<file path="src/rtl/branch_pkg.sv">
// Shared definitions for the sequential branch comparator: funct3 encodings,
// FSM state type and small decode helpers.
package branch_pkg;

    localparam logic [2:0] F3_BEQ  = 3'b000;
    localparam logic [2:0] F3_BNE  = 3'b001;
    localparam logic [2:0] F3_BLT  = 3'b100;
    localparam logic [2:0] F3_BGE  = 3'b101;
    localparam logic [2:0] F3_BLTU = 3'b110;
    localparam logic [2:0] F3_BGEU = 3'b111;

    typedef enum logic [1:0] {
        IDLE,
        BUSY,
        DONE
    } brcmp_state_t;

    function automatic logic f3_illegal(input logic [2:0] f3);
        return f3[2:1] == 2'b01;
    endfunction

    function automatic logic f3_signed(input logic [2:0] f3);
        return f3[2:1] == 2'b10;
    endfunction

    function automatic logic f3_taken(input logic [2:0] f3, input logic eq, input logic lt);
        logic t;
        t = 1'b0;
        case (f3)
            F3_BEQ:           t = eq;
            F3_BNE:           t = !eq;
            F3_BLT, F3_BLTU:  t = lt;
            F3_BGE, F3_BGEU:  t = !lt;
            default:          t = 1'b0;
        endcase
        return t;
    endfunction

endpackage

</file>
<file path="src/rtl/branch_chunk_cmp.sv">
// Combinational unsigned compare of one CHUNK-bit slice pair.
module branch_chunk_cmp #(
    parameter int CHUNK = 8
) (
    input  logic [CHUNK-1:0] a,
    input  logic [CHUNK-1:0] b,
    output logic             eq,
    output logic             lt
);

    assign eq = (a == b);
    assign lt = (a < b);

endmodule

</file>
<file path="src/rtl/branch_comp_seq.sv">
// Multi-cycle RV32 branch comparator: MSB-first chunked compare with early
// termination, valid/ready on both sides, flush and illegal-funct3 reporting.
module branch_comp_seq
    import branch_pkg::*;
#(
    parameter int XLEN  = 32,
    parameter int CHUNK = 8
) (
    input  logic            clk,
    input  logic            rst,
    input  logic            in_valid,
    output logic            in_ready,
    input  logic [XLEN-1:0] data1,
    input  logic [XLEN-1:0] data2,
    input  logic [2:0]      funct3,
    input  logic            flush,
    output logic            out_valid,
    input  logic            out_ready,
    output logic            br_eq,
    output logic            br_lt,
    output logic            br_taken,
    output logic            illegal
);

    localparam int NCHUNK = XLEN / CHUNK;
    localparam int IDXW   = (NCHUNK > 1) ? $clog2(NCHUNK) : 1;
    localparam logic [XLEN-1:0] MSB_MASK = XLEN'(1) << (XLEN - 1);
    localparam logic [IDXW-1:0] LAST_IDX = IDXW'(NCHUNK - 1);

    brcmp_state_t    state, state_nxt;
    logic [XLEN-1:0] a_q, b_q;
    logic [2:0]      f3_q;
    logic [IDXW-1:0] idx;
    logic            chunk_eq, chunk_lt;
    logic            last_chunk;

    assign in_ready   = (state == IDLE);
    assign out_valid  = (state == DONE);
    assign last_chunk = (idx == LAST_IDX);

    // Operands shift left each BUSY cycle, so the current chunk is always on top.
    branch_chunk_cmp #(.CHUNK(CHUNK)) u_chunk_cmp (
        .a  (a_q[XLEN-1 -: CHUNK]),
        .b  (b_q[XLEN-1 -: CHUNK]),
        .eq (chunk_eq),
        .lt (chunk_lt)
    );

    always_comb begin
        state_nxt = state;
        if (flush) begin
            state_nxt = IDLE;
        end else begin
            case (state)
                IDLE: if (in_valid) state_nxt = BUSY;
                BUSY: if (f3_illegal(f3_q) || !chunk_eq || last_chunk) state_nxt = DONE;
                DONE: if (out_ready) state_nxt = IDLE;
                default: state_nxt = IDLE;
            endcase
        end
    end

    always_ff @(posedge clk or posedge rst) begin
        if (rst) state <= IDLE;
        else     state <= state_nxt;
    end

    always_ff @(posedge clk or posedge rst) begin
        if (rst) begin
            a_q      <= '0;
            b_q      <= '0;
            f3_q     <= '0;
            idx      <= '0;
            br_eq    <= 1'b0;
            br_lt    <= 1'b0;
            br_taken <= 1'b0;
            illegal  <= 1'b0;
        end else if (flush) begin
            idx      <= '0;
            br_eq    <= 1'b0;
            br_lt    <= 1'b0;
            br_taken <= 1'b0;
            illegal  <= 1'b0;
        end else begin
            case (state)
                IDLE: begin
                    if (in_valid) begin
                        // Flipping the sign bit maps signed order onto unsigned order.
                        a_q      <= f3_signed(funct3) ? (data1 ^ MSB_MASK) : data1;
                        b_q      <= f3_signed(funct3) ? (data2 ^ MSB_MASK) : data2;
                        f3_q     <= funct3;
                        idx      <= '0;
                        br_eq    <= 1'b0;
                        br_lt    <= 1'b0;
                        br_taken <= 1'b0;
                        illegal  <= 1'b0;
                    end
                end
                BUSY: begin
                    if (f3_illegal(f3_q)) begin
                        illegal <= 1'b1;
                    end else if (!chunk_eq) begin
                        br_eq    <= 1'b0;
                        br_lt    <= chunk_lt;
                        br_taken <= f3_taken(f3_q, 1'b0, chunk_lt);
                    end else if (last_chunk) begin
                        br_eq    <= 1'b1;
                        br_lt    <= 1'b0;
                        br_taken <= f3_taken(f3_q, 1'b1, 1'b0);
                    end else begin
                        idx <= idx + IDXW'(1);
                        a_q <= a_q << CHUNK;
                        b_q <= b_q << CHUNK;
                    end
                end
                default: ;
            endcase
        end
    end

endmodule

</file>
<file path="config.mk">
export PLATFORM = sky130hd
export DESIGN_NAME = branch_comp_seq
export DESIGN_NICKNAME = d
export VERILOG_FILES = /design/src/rtl/branch_pkg.sv /design/src/rtl/branch_chunk_cmp.sv /design/src/rtl/branch_comp_seq.sv
export SDC_FILE = /design/constraint.sdc
export NUM_CORES = 1
export LEC_CHECK = 0
export CAP_MARGIN = 20
export CORE_ASPECT_RATIO = 2
export CORE_UTILIZATION = 51
export DETAILED_ROUTE_END_ITERATION = 6
export HOLD_SLACK_MARGIN = 0.1
export PLACE_DENSITY = 0.8
export SLEW_MARGIN = 15
export SYNTH_ARGS = -nofsm -noshare
export SYNTH_HDL_FRONTEND = slang
export SYNTH_SLANG_ARGS = --single-unit
</file>
<file path="constraint.sdc">
create_clock -name clk -period 3.1 [get_ports clk]
set_clock_uncertainty 0.05 [all_clocks]
set_input_delay 0.93 -clock clk [delete_from_list [all_inputs] [get_ports clk]]
set_output_delay 0.93 -clock clk [all_outputs]
set_load 0.02 [all_outputs]
</file>
==> metrics <==
result of the run complete, no violations; Resized Gates After CTS 0; TritonCTS clock tree built; most frequent cells in the layout nand2_1, clkdlybuf4s50_1, dfrtp_1; RePlAce Congestion 0.7785; Area Growth Syn to Fin 30.03%; Max Fclk 380.2 MHz; worst min-delay path class reg -> reg; mean instance size in the synthesized netlist 9.730 µm²; Setup Crit Path Kind reg -> out; most frequent standard cell in the layout excluding fill and tap cells nand2_1; area of the die ~7500 µm²; endpoints failing setup 0; top-level I/O count between 70 and 80; Leakage ~2.1 nW; setup TNS after final layout 0 ps; first-pass GRT wire length 12.36 mm; initial antenna violation count 0; Vias 2,877; maximum number of pins on one net before global-route repair 76; row count 43; Critical Path Max Stage Delay 600 ps; r2r startpoint a_q[29]; total global routing overflow 0; maximum level of the CTS H-tree 3; last element of the critical path out_valid; synth unique cells 34; share of post-route cells with drive strength above 1 0.05369; Starting Density 0.5271; final WL 7.777 mm; worst reg2reg path endpoint b_q[22]; placed wire-length estimate about 5.5 mm; drt first pass iters 4; clock root buffer clkbuf_16; critical path data required time 2120 ps; sequential fraction of the synthesis area 0.5130; Net Count, Synth about 460; Cell Chain, Critical Path inv_1, nor2_1, clkdlybuf4s50_1; Die X-Extent approximately 62 µm; number of max-slew violations in the final report 0; DP Area 4501 µm²; CTS sink cnt 75; TritonCTS buffer count 9; YS warnings 0; die outline height 121.8 µm; Post-CTS Setup Inserts 0; all-layer global routing usage 0.2287; largest vdd supply drop 0.0005138 V; cell at the slowest stage of the critical path clkdlybuf4s50_1; max-capacitance violation count 0; Core ar. 6940 µm²; cell area after layout ~4800 µm²; crit path from state[1]; Startpoint Class flip-flop; clock slew at the register clock pins of the worst setup and hold paths 50 ps; r2r setup slk 720 ps; crit path max fanout 6; Final Hold Viols 0; Netlist Area Pre-Place 3659 µm²; final routed wire length divided by cell count 14.48 µm; via count of the first global-routing pass around 2,800; unrepaired setup endpoints after global routing no; pwr/cell area 673.5 nW/µm²; worst reg-to-reg path cell count 7; Iteration-0 DRC Markers 157; antenna fix cells 0; hold buffer count at CTS 0; critical path data arrival time 1650 ps; Final nets 527; synthesized instance count 376; total DRC errors in the routed layout 0; Max Root-Sink Buffers 2; post-synthesis sequential element count 75; number of nets still failing antenna checks after routing 0; count of buffers from port buffering 77; worst-margin pin slew roughly 800 ps; final critical-path required period 2630 ps; endpoint kind of the worst setup timing path output port; post-DR vias/cell 5.358; relative max-transition margin 0.4521; latest clock arrival within the worst-skew pair approximately 330 ps; crit share post-route 0.8484
-- critical path: cells and delay by family, from the launching register on --
kind          cells  cell delay [ps]
simple gates      1              120
flops             1              470
buf+inv           2              730
-- logic make-up after synthesis --
logic type	Yosys count	synth area share
and+or+nand+nor	111	0.1279
DFF	75	0.5130
AOI/OAI and AO/OA	93	0.1392
buffers and inverters	37	0.04959
adders and majority gates	9	0.03078
xor gates and xnor gates	2	0.004789
muxes	49	0.1347
-- where the power goes --
part,total (mW),switching [mW],internal [mW]
sequential,1.44,0.168,1.27
clock,0.920,0.353,0.567
combinational,0.848,0.456,0.392
total,3.20,0.977,2.23
-- sequential cells by signal (all words and copies together), names as in the netlist --
signal,flops
a_q,32
b_q,32
f3_q,3
idx,2
state,2
br_eq,1
br_lt,1
br_taken,1
illegal,1
-- layout make-up --
class                           count  area (µm²)
Clock buffer                       12       256.5
Fill cell                         528        2183
Inverter                           14       52.55
Multi-Input combinational cell    264        1613
Sequential cell                    75        1877
Tap cell                           90       112.6
Timing Repair Buffer               82       845.8
-- worst min-delay path by stage --
stage	start	to	slack, ps	cells past startpoint
floorplan	a_q[0]	a_q[0]	400	2
global placement	b_q[9]	b_q[9]	410	2
detailed placement	b_q[19]	b_q[19]	420	2
CTS	b_q[19]	b_q[19]	430	2
global route	a_q[10]	a_q[10]	450	2
finish	a_q[2]	a_q[2]	430	2
-- per-stage QoR --
step / hold WS, ps / util / power [mW] / setup slack (ps) / instances
CTS: 431.6 / 0.6854 / 3.226 / 477.5 / 537
global placement: 410.1 / 0.6485 / 2.241 / 519.9 / 525
global route: 451.7 / 0.6854 / 3.395 / 408.4 / 537
detailed placement: 420.1 / 0.6485 / 2.296 / 444.8 / 525
finish: 425.1 / 0.6854 / 3.204 / 470.0 / 537
floorplan: 399.6 / - / 2.001 / 210.0 / 376
-- layer usage --
| metal | vias up | part of all wire | wire (µm) | track usage |
|---|---|---|---|---|
| met5 | - | 0 | 0 | 0 |
| met1 | 1357 | 0.39 | 3059 | 0.2559 |
| met4 | 0 | 0.030 | 233 | 0.1236 |
| met2 | 74 | 0.55 | 4243 | 0.3871 |
| li1 | 1427 | - | - | - |
| met3 | 19 | 0.031 | 242 | 0.04883 |
-- synth_stat cells --
library cell | n | area share
nand2_2 | 1 | 0.0017
dfrtp_1 | 75 | 0.51
or3_1 | 1 | 0.0017
o311ai_0 | 1 | 0.0024
nor2_1 | 9 | 0.0092
nor2b_1 | 5 | 0.0085
or4_1 | 1 | 0.0021
nand2_1 | 83 | 0.085
o211ai_1 | 1 | 0.0021
a31o_2 | 1 | 0.0024
o21ai_1 | 9 | 0.012
mux2i_1 | 47 | 0.13
clkbuf_1 | 4 | 0.0041
buf_2 | 14 | 0.019
nand4_2 | 1 | 0.0034
a31oi_1 | 1 | 0.0017
o41ai_4 | 1 | 0.0075
nor4_1 | 1 | 0.0017
xnor2_1 | 2 | 0.0048
nor3_1 | 3 | 0.0041
and2_1 | 1 | 0.0017
buf_6 | 3 | 0.0092
o21bai_1 | 1 | 0.0021
inv_1 | 14 | 0.014
a21o_1 | 2 | 0.0041
nand4_1 | 2 | 0.0034
clkbuf_2 | 2 | 0.0027
ha_1 | 9 | 0.031
and3_1 | 2 | 0.0034
a22oi_1 | 1 | 0.0021
o21ai_0 | 61 | 0.083
mux2_2 | 2 | 0.0062
a21oi_1 | 14 | 0.019
nand2b_1 | 1 | 0.0017
Power figures use the tool's default switching activity.
